$ cat src/rtl/switch_debounce_if.sv
// rtl/switch_debounce_if.sv - switch level and conditioned event bundle for switch_debounce
interface switch_debounce_if #(
    parameter int WIDTH = 2
);
    logic [WIDTH-1:0] switch;
    logic [WIDTH-1:0] sw_clean;
    logic [WIDTH-1:0] sw_rise;
    logic [WIDTH-1:0] sw_fall;
    logic [WIDTH-1:0] sw_toggle;

    // Board/stimulus side: drives raw levels, consumes conditioned outputs.
    modport master (
        output switch,
        input  sw_clean,
        input  sw_rise,
        input  sw_fall,
        input  sw_toggle
    );

    // Debouncer side.
    modport slave (
        input  switch,
        output sw_clean,
        output sw_rise,
        output sw_fall,
        output sw_toggle
    );
endinterface

$ cat src/rtl/switch_debounce.sv
// rtl/switch_debounce.sv - two-flop synchroniser and per-bit stability-counter debouncer
module switch_debounce #(
    parameter int WIDTH           = 2,
    parameter int DEBOUNCE_CYCLES = 20,
    parameter int CNT_W           = $clog2(DEBOUNCE_CYCLES + 1)
) (
    input  logic             clk,
    input  logic             rst_n,
    switch_debounce_if.slave sw
);
    localparam logic [CNT_W-1:0] CNT_LAST = CNT_W'(DEBOUNCE_CYCLES - 1);
    localparam logic [CNT_W-1:0] CNT_ONE  = CNT_W'(1);

    logic [WIDTH-1:0] sync1;
    logic [WIDTH-1:0] sync2;
    logic [CNT_W-1:0] cnt      [WIDTH];
    logic [CNT_W-1:0] cnt_nxt  [WIDTH];
    logic [WIDTH-1:0] clean_q;
    logic [WIDTH-1:0] rise_q;
    logic [WIDTH-1:0] fall_q;
    logic [WIDTH-1:0] toggle_q;
    logic [WIDTH-1:0] clean_nxt;
    logic [WIDTH-1:0] rise_nxt;
    logic [WIDTH-1:0] fall_nxt;
    logic [WIDTH-1:0] toggle_nxt;

    // Two-stage synchroniser; only sync2 is allowed to reach the debounce logic.
    always_ff @(posedge clk or negedge rst_n) begin
        if (!rst_n) begin
            sync1 <= '0;
            sync2 <= '0;
        end else begin
            sync1 <= sw.switch;
            sync2 <= sync1;
        end
    end

    // Per-bit stability count: any sample matching the clean level restarts the count,
    // so only an unbroken run of DEBOUNCE_CYCLES mismatched samples is accepted.
    always_comb begin
        cnt_nxt    = cnt;
        clean_nxt  = clean_q;
        rise_nxt   = '0;
        fall_nxt   = '0;
        toggle_nxt = toggle_q;
        for (int i = 0; i < WIDTH; i++) begin
            if (sync2[i] != clean_q[i]) begin
                if (cnt[i] == CNT_LAST) begin
                    cnt_nxt[i]    = '0;
                    clean_nxt[i]  = sync2[i];
                    rise_nxt[i]   = sync2[i];
                    fall_nxt[i]   = ~sync2[i];
                    toggle_nxt[i] = toggle_q[i] ^ sync2[i];
                end else begin
                    cnt_nxt[i] = cnt[i] + CNT_ONE;
                end
            end else begin
                cnt_nxt[i] = '0;
            end
        end
    end

    // Register counters and all outputs so no raw input reaches an output combinationally.
    always_ff @(posedge clk or negedge rst_n) begin
        if (!rst_n) begin
            for (int i = 0; i < WIDTH; i++) begin
                cnt[i] <= '0;
            end
            clean_q  <= '0;
            rise_q   <= '0;
            fall_q   <= '0;
            toggle_q <= '0;
        end else begin
            cnt      <= cnt_nxt;
            clean_q  <= clean_nxt;
            rise_q   <= rise_nxt;
            fall_q   <= fall_nxt;
            toggle_q <= toggle_nxt;
        end
    end

    assign sw.sw_clean  = clean_q;
    assign sw.sw_rise   = rise_q;
    assign sw.sw_fall   = fall_q;
    assign sw.sw_toggle = toggle_q;
endmodule

$ cat src/flat_wrapper.sv
// flat-port wrapper written by rule: the top's interface ports become plain ports
module switch_debounce_flat 
#(
    parameter int WIDTH           = 2,
    parameter int DEBOUNCE_CYCLES = 20,
    parameter int CNT_W           = $clog2(DEBOUNCE_CYCLES + 1)
)
  (clk, rst_n, sw_switch, sw_sw_clean, sw_sw_rise, sw_sw_fall, sw_sw_toggle);
  switch_debounce_if #(.WIDTH(WIDTH)) sw_i ();
  input  logic clk;
  input  logic rst_n;
  input wire logic [$bits(sw_i.switch)-1:0] sw_switch;
  output wire logic [$bits(sw_i.sw_clean)-1:0] sw_sw_clean;
  output wire logic [$bits(sw_i.sw_rise)-1:0] sw_sw_rise;
  output wire logic [$bits(sw_i.sw_fall)-1:0] sw_sw_fall;
  output wire logic [$bits(sw_i.sw_toggle)-1:0] sw_sw_toggle;
  assign sw_i.switch = sw_switch;
  assign sw_sw_clean = sw_i.sw_clean;
  assign sw_sw_rise = sw_i.sw_rise;
  assign sw_sw_fall = sw_i.sw_fall;
  assign sw_sw_toggle = sw_i.sw_toggle;
  switch_debounce #(.WIDTH(WIDTH), .DEBOUNCE_CYCLES(DEBOUNCE_CYCLES), .CNT_W(CNT_W)) u_core (.clk(clk), .rst_n(rst_n), .sw(sw_i));
endmodule
$ cat config.mk
export PLATFORM = sky130hd
export DESIGN_NAME = switch_debounce_flat
export DESIGN_NICKNAME = d
export VERILOG_FILES = /design/src/rtl/switch_debounce_if.sv /design/src/rtl/switch_debounce.sv /design/src/flat_wrapper.sv
export SDC_FILE = /design/constraint.sdc
export NUM_CORES = 1
export LEC_CHECK = 0
export CORE_UTILIZATION = 30
export DETAILED_ROUTE_END_ITERATION = 10
export GPL_TIMING_DRIVEN = 0
export PLACE_DENSITY = 0.53
export SKIP_LAST_GASP = 1
export SLEW_MARGIN = 20
export SYNTH_ARGS = -nofsm -noshare
export SYNTH_HDL_FRONTEND = slang
export SYNTH_SLANG_ARGS = --single-unit
$ cat constraint.sdc
create_clock -name clk -period 1.3 [get_ports clk]
set_input_delay 0.195 -clock clk [delete_from_list [all_inputs] [get_ports clk]]
set_output_delay 0.195 -clock clk [all_outputs]
set_load 0.1 [all_outputs]
**Yosys cells after proc, flatten, opt, wreduce, memory -nomap -nowiden**

Index checks and enable logic that the tools add are counted.

- Bits in registers: 22
- Bits of input ports: 4
- Output and inout port bits: 8
- Logic and storage cells: 34

- Add/sub/neg operators: 2
- Equality and inequality tests: 4
- Mux-type cells: 12
- Bitwise logic cells: 4
- Reduce and logical (&&, ||, !) cells: 2

Operators with widths:

| kind | number |
|---|---|
| 5-bit two-way mux | 4 |
| 5-bit by 1-bit adder with 5-bit output (second input constant) | 2 |
| 5-bit == test (second input constant) | 2 |
| 1-bit two-way mux | 8 |
| 2-bit AND reduction | 2 |
| 1-bit != test | 2 |
| 1-bit NOT | 2 |
| 1-bit bitwise XOR | 2 |

**Logic depth before layout (Yosys ltp)**

- Depth after elaboration: 3
- Mapped depth: 4
- Gate-level depth less buffers: 4

**Worst setup path after synthesis**

No wires, ideal clock.

- Path type: reg-to-reg
- From: register u_core.clean_q[1], in the netlist u_core.sw.sw_clean[1]
- To: register u_core.cnt[4] in the netlist's numbering
- Setup time: 122 ps
- Data arrival time: 1,589 ps
- Data required time: 1,178 ps
- Setup slack: -410 ps
- Stages on the path, launching flop included: 4
- Path buffers: 0
- Period minus slack after synthesis: 1,710 ps
- Cell sequence: dfrtp_1 xor2_1 a21boi_1 a32o_1

RTL lines:

| what | RTL line | text |
|---|---|---|
| start, declared | switch_debounce.sv:18 | `logic [WIDTH-1:0] clean_q;` |
| start signal, assigned | switch_debounce.sv:75 | `clean_q <= clean_nxt;` |
| end signal, assigned | switch_debounce.sv:74 | `cnt <= cnt_nxt;` |
| end, declared | switch_debounce.sv:16 | `logic [CNT_W-1:0] cnt [WIDTH];` |

**Worst setup path in the final report**

- From: register u_core.rise_q[1], in the netlist u_core.sw.sw_rise[1]
- To: output sw_sw_rise[1]

RTL lines:

| what | RTL line | text |
|---|---|---|
| start, declared | switch_debounce.sv:19 | `logic [WIDTH-1:0] rise_q;` |
| start signal, assigned | switch_debounce.sv:76 | `rise_q <= rise_nxt;` |
| end, declared | flat_wrapper.sv:14 | `output wire logic [$bits(sw_i.sw_rise)-1:0] sw_sw_rise;` |

No word-level cell between the ends.

==> impl_metrics.toml <==
[outcome]
status = "complete, but fails checks"
failed_checks = "DRC"

[pwr]
switching_share_pct = 22.3
vdd_drop_max_v = 0.000330
p_int_mw = 0.918
power.combinational.fraction_pct = 6.4
clock_power_share_pct = 31.8
net-switching-power_mw = 0.263
design_power_total_mw = 1.18
leakage_power_figure_nw = 0.493
seq_power_share_pct = 61.7
p_per_area_nw_per_um2 = 1050

[logic_synthesis]
post_synth_mux_area_share_pct = 4.68
synth.ff_latch_count = 22
synth_fp_nets = 68
syn-instance-count = 62
count_of_flip_flops_with_a_built_in_enable_after_synthesis = 0
synth_flop_cell = "sky130_fd_sc_hd__dfrtp_1"
synth_area_leaders = "sky130_fd_sc_hd__dfrtp_1 61%, sky130_fd_sc_hd__nand4bb_4 6.1%, sky130_fd_sc_hd__nor3b_4 4.1%"
count_of_yosys_warnings_during_synthesis = 0
yosys.area.top_type = "sky130_fd_sc_hd__dfrtp_1"
xor_xnor_portion_of_the_synthesized_cell_area_pct = 7.70
sequential_fraction_of_the_synthesis_area_pct = 60.5
yosysUniqueCellTypes = 17
syn_area_um2 = 910
synthesis.area_per_instance_um2 = 14.7
synthDominantCellAreaShare_pct = 60.5
synth_simple_gate_area_share_pct = 20.5
synth-compound-area-share_pct = 3.85
share_of_synthesized_cell_area_in_full_adder_half_adder_and_majority_cells_pct = 2.75
largest_family_of_logic_cells_by_synthesized_area = "simple AND/OR/NAND/NOR gates"
synthArstFlopShare_pct = 100

[setup_path]
cp_slowest_cell = "sky130_fd_sc_hd__buf_2"
path_max_fanout = 1
worstPathArrival_ps = 1070
path_delay_family = "buffers and inverters"
start_kind = "register"
timing.critical_path.to_type = "output port"
worst_path_largest_cell_delay_ps = 420
crit_type = "register to output port"
crit_chain = "buf_2"
buffers_inverters_on_critical_path = 1
worstPathRequired_ps = 1110

[cells_and_area]
drive_gt1_share_pct = 32.1
final_net_count = 85
diodes = 0
syn_to_final_growth_pct = 24.2
highest_count_cells_in_the_layout_ignoring_fill_and_taps = "20 x sky130_fd_sc_hd__dfrtp_1, 5 x sky130_fd_sc_hd__clkbuf_4"
layout_commonest_cell = "sky130_fd_sc_hd__dfrtp_1"

[drt]
dr_total_vias = 501
drt-initial-drc-count = 14
highest_metal_used = "met4"
route.antenna.remaining_nets = 0
met3WireLength_um = 67
wl_met2_um = 581
detail_route.first_pass.iterations = 6
vias_per_cell = 4.60
wl_um = 1340
per_cell_routed_wire_length_um = 12.2
route.detailed.drc = 4
m1WireLength_um = 647

[clock_tree]
worst_skew_late_latency_ps = 310
clock_sink_count = 22
cts.path.max_buffers = 2
cts_tree = "built"
cts-root-buf = "sky130_fd_sc_hd__clkbuf_4"
cts.reportedPaths.clkPinSlew_ps = 120
htree_levels = 1
cts-buffers-inserted = 3

[global_route]
remaining_global_route_overflow = 0
global_route_wire_length_before_repair_um = 2270
largest_net_degree_at_the_start_of_global_routing = 23
number_of_antenna_violations_at_the_first_check_in_global_routing = 0
first_global_vias = 508
grt_use_total_pct = 9.43

[floorplan]
placement_rows = 19
fp.dieW_um = 57.1
die-height_um = 57.1
design.portCount = 12
initial_core_util_pct = 32.4
die_area_um2 = 3260
core-area_um2 = 2810

[place]
gp_congestion = 0.727
place.port_buffers = 11

[flow_run]
max-cap-violations = 0

[sta]
slew_headroom_pct = 67.6
final.setup_skew_ps = 3.15
achievable-frequency_ghz = 0.792
timing.final.crit_share_pct = 97.2
max_slew.worst_pin.slew_ps = 486
setup_violations = 0
setup_tns_final_ps = 0
final_period_minus_worst_setup_slack_ps = 1260
timing.final.max_slew_violations = 0
unrepaired_setup_endpoints_after_global_routing = "true"
count_of_endpoints_failing_hold_in_the_final_timing_report = 0

[worst_hold_path]
min-delay-path-class = "input port to register"
synthesized netlist by cell type (2+ instances only):
| library cell | number |
|---|---|
| sky130_fd_sc_hd__nand3_1 | 2 |
| sky130_fd_sc_hd__a21boi_1 | 2 |
| sky130_fd_sc_hd__mux2i_1 | 2 |
| sky130_fd_sc_hd__nor3b_1 | 2 |
| sky130_fd_sc_hd__dfrtp_1 | 22 |
| sky130_fd_sc_hd__nor2_1 | 4 |
| sky130_fd_sc_hd__mux2_2 | 2 |
| sky130_fd_sc_hd__xor2_1 | 4 |
| sky130_fd_sc_hd__a32o_1 | 2 |
| sky130_fd_sc_hd__nand4bb_4 | 2 |
| sky130_fd_sc_hd__xnor2_1 | 4 |
| sky130_fd_sc_hd__nor3b_4 | 2 |
| sky130_fd_sc_hd__and2_1 | 4 |
| sky130_fd_sc_hd__nand2_1 | 4 |
| sky130_fd_sc_hd__ha_1 | 2 |
final timing paths:
path                            slack [ps]                            endpoint  cells past startpoint                      startpoint
worst max-delay path                    40                       sw_sw_rise[1]                      1  u_core.sw.sw_rise[1]$_DFF_PN0_
worst min-delay path                   310           u_core.sync1[1]$_DFF_PN0_                      1                    sw_switch[1]
worst max register to register          60  u_core.sw.sw_toggle[1]$_DFFE_PN0P_                      4         u_core.cnt[0]$_DFF_PN0_
worst min register to register         360           u_core.sync2[0]$_DFF_PN0_                      0       u_core.sync1[0]$_DFF_PN0_
max in group asynchronous              560   u_core.sw.sw_clean[1]$_DFFE_PN0P_                      2                           rst_n
min in group asynchronous              370             u_core.cnt[4]$_DFF_PN0_                      2                           rst_n
metrics by stage:
stage                     cell area, um^2  instances  utilization [%]  setup slack, ps  hold slack, ps
final                                1130        109             40.3             36.7             306
after floorplan                       932         62                -             9.16            -101
after detailed placement             1080        104             38.5             -479             335
after global placement               1080        104             38.5             -479             332
after global routing                 1130        109             40.3            -18.8             279
after CTS                            1100        108             39.1            -4.31             296
layout make-up:
class | count | area [um^2]
fillers | 267 | 1680
flip-flops and latches | 22 | 558
multi-input cells | 40 | 399
repair buffers | 12 | 97.6
well taps | 31 | 38.8
clock buffers | 4 | 36.3
sequential cells by signal, indices dropped and copies added (netlist names):
signal,cells
u_core.cnt,10
u_core.sw.sw_clean,2
u_core.sw.sw_rise,2
u_core.sync1,2
u_core.sw.sw_toggle,2
u_core.sw.sw_fall,2
u_core.sync2,2
power by group through the flow:
stage / logic (mW) / clock network [mW] / registers (mW)
5_1_grt: 0.0880 / 0.427 / 0.733
6_report: 0.0760 / 0.376 / 0.729
3_3_place_gp: 0.0690 / 0 / 0.736
2_1_floorplan: 0.0415 / 0 / 0.734
3_5_place_dp: 0.0712 / 0 / 0.738
4_1_cts: 0.0728 / 0.399 / 0.725
routing by layer:
layer	GRT usage (%)	vias up
met5	0	-
met3	2.27	4
li1	-	242
met2	14.3	13
met1	11.6	242
met4	7.32	0
cells by family (layout without fill, tap and decap cells):
logic type	count (synthesis)	count (layout)
AOI/OAI and AO/OA	4	4
xor gates and xnor gates	8	8
adders and majority gates	2	2
buffers and inverters	0	16
DFF	22	22
muxes	4	4
and+or+nand+nor	22	22
what timing repair did:
| action | 4_1_cts | 5_1_grt |
|---|---|---|
| setup endpoints to repair | 11 | 5 |
| pin swaps | 0 | 1 |
| endpoints found under the hold margin | 0 | 22 |
| resized for setup | 47 | 5 |
| hold buffers | 0 | 1 |
| buffers inserted | 0 | 0 |
Note: power is estimated with default switching activity, not from simulation.
==> variant: new RTL, same settings <==
`DEBOUNCE_CYCLES` is set to 20 in 2 places; all go to 40.
--- a/src/rtl/switch_debounce.sv
+++ b/src/rtl/switch_debounce.sv
@@ -1,7 +1,7 @@
 // rtl/switch_debounce.sv - two-flop synchroniser and per-bit stability-counter debouncer
 module switch_debounce #(
     parameter int WIDTH           = 2,
-    parameter int DEBOUNCE_CYCLES = 20,
+    parameter int DEBOUNCE_CYCLES = 40,
     parameter int CNT_W           = $clog2(DEBOUNCE_CYCLES + 1)
 ) (
     input  logic             clk,
--- a/src/flat_wrapper.sv
+++ b/src/flat_wrapper.sv
@@ -2,7 +2,7 @@
 module switch_debounce_flat 
 #(
     parameter int WIDTH           = 2,
-    parameter int DEBOUNCE_CYCLES = 20,
+    parameter int DEBOUNCE_CYCLES = 40,
     parameter int CNT_W           = $clog2(DEBOUNCE_CYCLES + 1)
 )
   (clk, rst_n, sw_switch, sw_sw_clean, sw_sw_rise, sw_sw_fall, sw_sw_toggle);
Formal check against the unedited RTL: no difference found for any inputs over 10 cycles, from zero or initial values and one cycle with rst_n low; that may be too few to reach the edited logic, so the function may still have changed.
==> variant against the original RTL <==
The run ends with setup timing left. Hold slack better by 7.5 ps. Sequential share of layout area down 1.2 points. Sequential cell count up 2. Largest power group unchanged. Critical path type is now flip-flop to flip-flop. First-iteration DRC count up 7.1%. Critical endpoint is now u_core.sw.sw_clean[0]. Total power up 6.3%. Non-clock buffer count up 6. Area after synthesis up 8.8%. Worst setup slack worse by 120 ps. Routed wire length up 20%. Synthesized cell count up 19%. Combinational power up 9.5%. Global-route usage up 0.81 points. Final area up 11%.
==> variant: results (changes against the original RTL) <==
- The largest net degree at the start of global routing is 25 (+8.7%).
- In this run the top signal layer used is met3.
- The setup violation total in the final timing report was 3 (+3).
- The peak ir drop on the vdd network was 0.000731 V (+120%).
- The global-route wire length before repair is 2620 µm (+16%).
- The flip-flop count of the largest register, all copies and words added is 12 (+2).
- The deepest clock path buffer count is 2 (unchanged).
- The flow ran to the end, but the final reports show violations.
- The number of search-and-repair iterations in the first detailed-routing pass was 4 (-2).
- The post-placement cell area is 0.00117 mm² (+8.2%).
- The insertion delay to the later sink of the worst-skew pair is 310 ps (about the same).
- The checks that failed: setup timing.
- The final worst-path setup slack is -87.6 ps (-124 ps).
- The arrival time of data at the critical path endpoint came to 1590 ps (+520 ps).
- The global-route usage over all layers is 10.2% (+0.81 points).
- The post-route clock skew was 2.26 ps (-0.893 ps).
- The total nets after synthesis came to 80 (+18%).
- The number of nets in the final layout is 103 (+21%).
- The routability congestion estimate came to 0.721 (-0.84%).
- The leakage power summed over all cells came to 0.563 nW (+14%).
- The total length of routed met3 wires is 43 µm (-36%).
- The number of unique standard cell types used by synthesis was 24 (+7).
- The biggest fanout along the worst timing path is 3 (+2).
- The number of DRC markers in iteration 0 is 15 (+1).
- In the post-synthesis netlist, the biggest area contributors are sky130_fd_sc_hd__dfrtp_1, sky130_fd_sc_hd__xnor2_1, sky130_fd_sc_hd__xor2_1, sky130_fd_sc_hd__nor3b_1, sky130_fd_sc_hd__nand4bb_4.
- The initial antenna violation count came to 0 (unchanged).
- The number of global-route vias before repair came to 611 (+20%).
- The met1 layer wirelength in the final routing is 749 µm (+16%).
- The part of the power in registers was 62.9% (+1.2 points).
- The sequential share of the synthesized area is 60.7% (+0.16 points).
- The net switching power figure came to 0.272 mW (+3.3%).
- The ratio of cells with drive above 1 in the final layout was 32.3% (+0.24 points).
- The total length of routed met2 wires is 806 µm (+39%).
- The total via count in the routed design is 602 (+20%).
- The setup TNS is -118 ps (-118 ps).
- The clock buffer count from CTS came to 3 (unchanged).
- The slew of the pin with the lowest slew margin is 523 ps (+36.9 ps).
## variant: cell families (layout without fill, tap and decap cells)
logic type	after synthesis	count (layout)	share of synthesized area (%)
and+or+nand+nor	28	28	19.8
DFF	24	24	60.7
xor gates and xnor gates	12	12	10.6
AOI/OAI and AO/OA	5	5	3.29
adders and majority gates	2	2	2.53
muxes	2	2	2.65
buffers and inverters	1	23	0.379
## variant: what timing repair did
item                       CTS  global route
hold buffers                 0             1
setup buffers                4             2
resized for setup           45             9
pin swaps                    2             5
setup endpoints to repair   12            13
gates cloned                 0             0
hold endpoints to repair     0            24
## variant: final timing paths
path,to,slack (ps),start,depth (start not counted)
worst min register to register,u_core.sync2[0],370,u_core.sync1[0],0
min in group asynchronous,u_core.cnt[9],380,rst_n,2
worst max-delay path,u_core.sw.sw_clean[0],-90,u_core.cnt[7],4
worst max register to register,u_core.sw.sw_clean[0],-90,u_core.cnt[7],4
max in group asynchronous,u_core.sw.sw_clean[1],540,rst_n,2
worst min-delay path,u_core.sync1[1],310,sw_switch[1],1
## variant: layout make-up
type                       count  area, µm²
timing repair buffer          18        148
inverter                       1       3.75
clock buffer                   4       36.3
sequential                    24        604
tap                           44       55.1
fill                         318       1850
multi-input combinational     49        408
## variant: worst max-delay path, cell delays in order (launching register included)
cell and delay [ps]:
sky130_fd_sc_hd__dfrtp_1 420, sky130_fd_sc_hd__ha_4 170, sky130_fd_sc_hd__nand4bb_4 140, sky130_fd_sc_hd__or2_4 270, sky130_fd_sc_hd__mux2_4 290
## variant: metrics by stage
stage	cells	setup slack [ps]
after floorplan	74	-37.7
after global placement	129	-473
after detailed placement	129	-479
after CTS	137	-95.4
after global routing	140	-128
final	140	-87.6
## variant: power groups by stage
| stage | logic, mW | registers, mW | clock network [mW] |
|---|---|---|---|
| after global routing | 0.0965 | 0.793 | 0.440 |
| final | 0.0832 | 0.790 | 0.383 |
| after floorplan | 0.0360 | 0.800 | 0 |
| after detailed placement | 0.0684 | 0.805 | 0 |
| after CTS | 0.0782 | 0.790 | 0.417 |
| after global placement | 0.0656 | 0.804 | 0 |
## variant: routing by layer
| layer | up-vias | track usage, % |
|---|---|---|
| li1 | 298 | - |
| met1 | 298 | 11.5 |
| met2 | 6 | 18.3 |
| met3 | 0 | 4.59 |
| met4 | 0 | 1.02 |
| met5 | - | 0 |
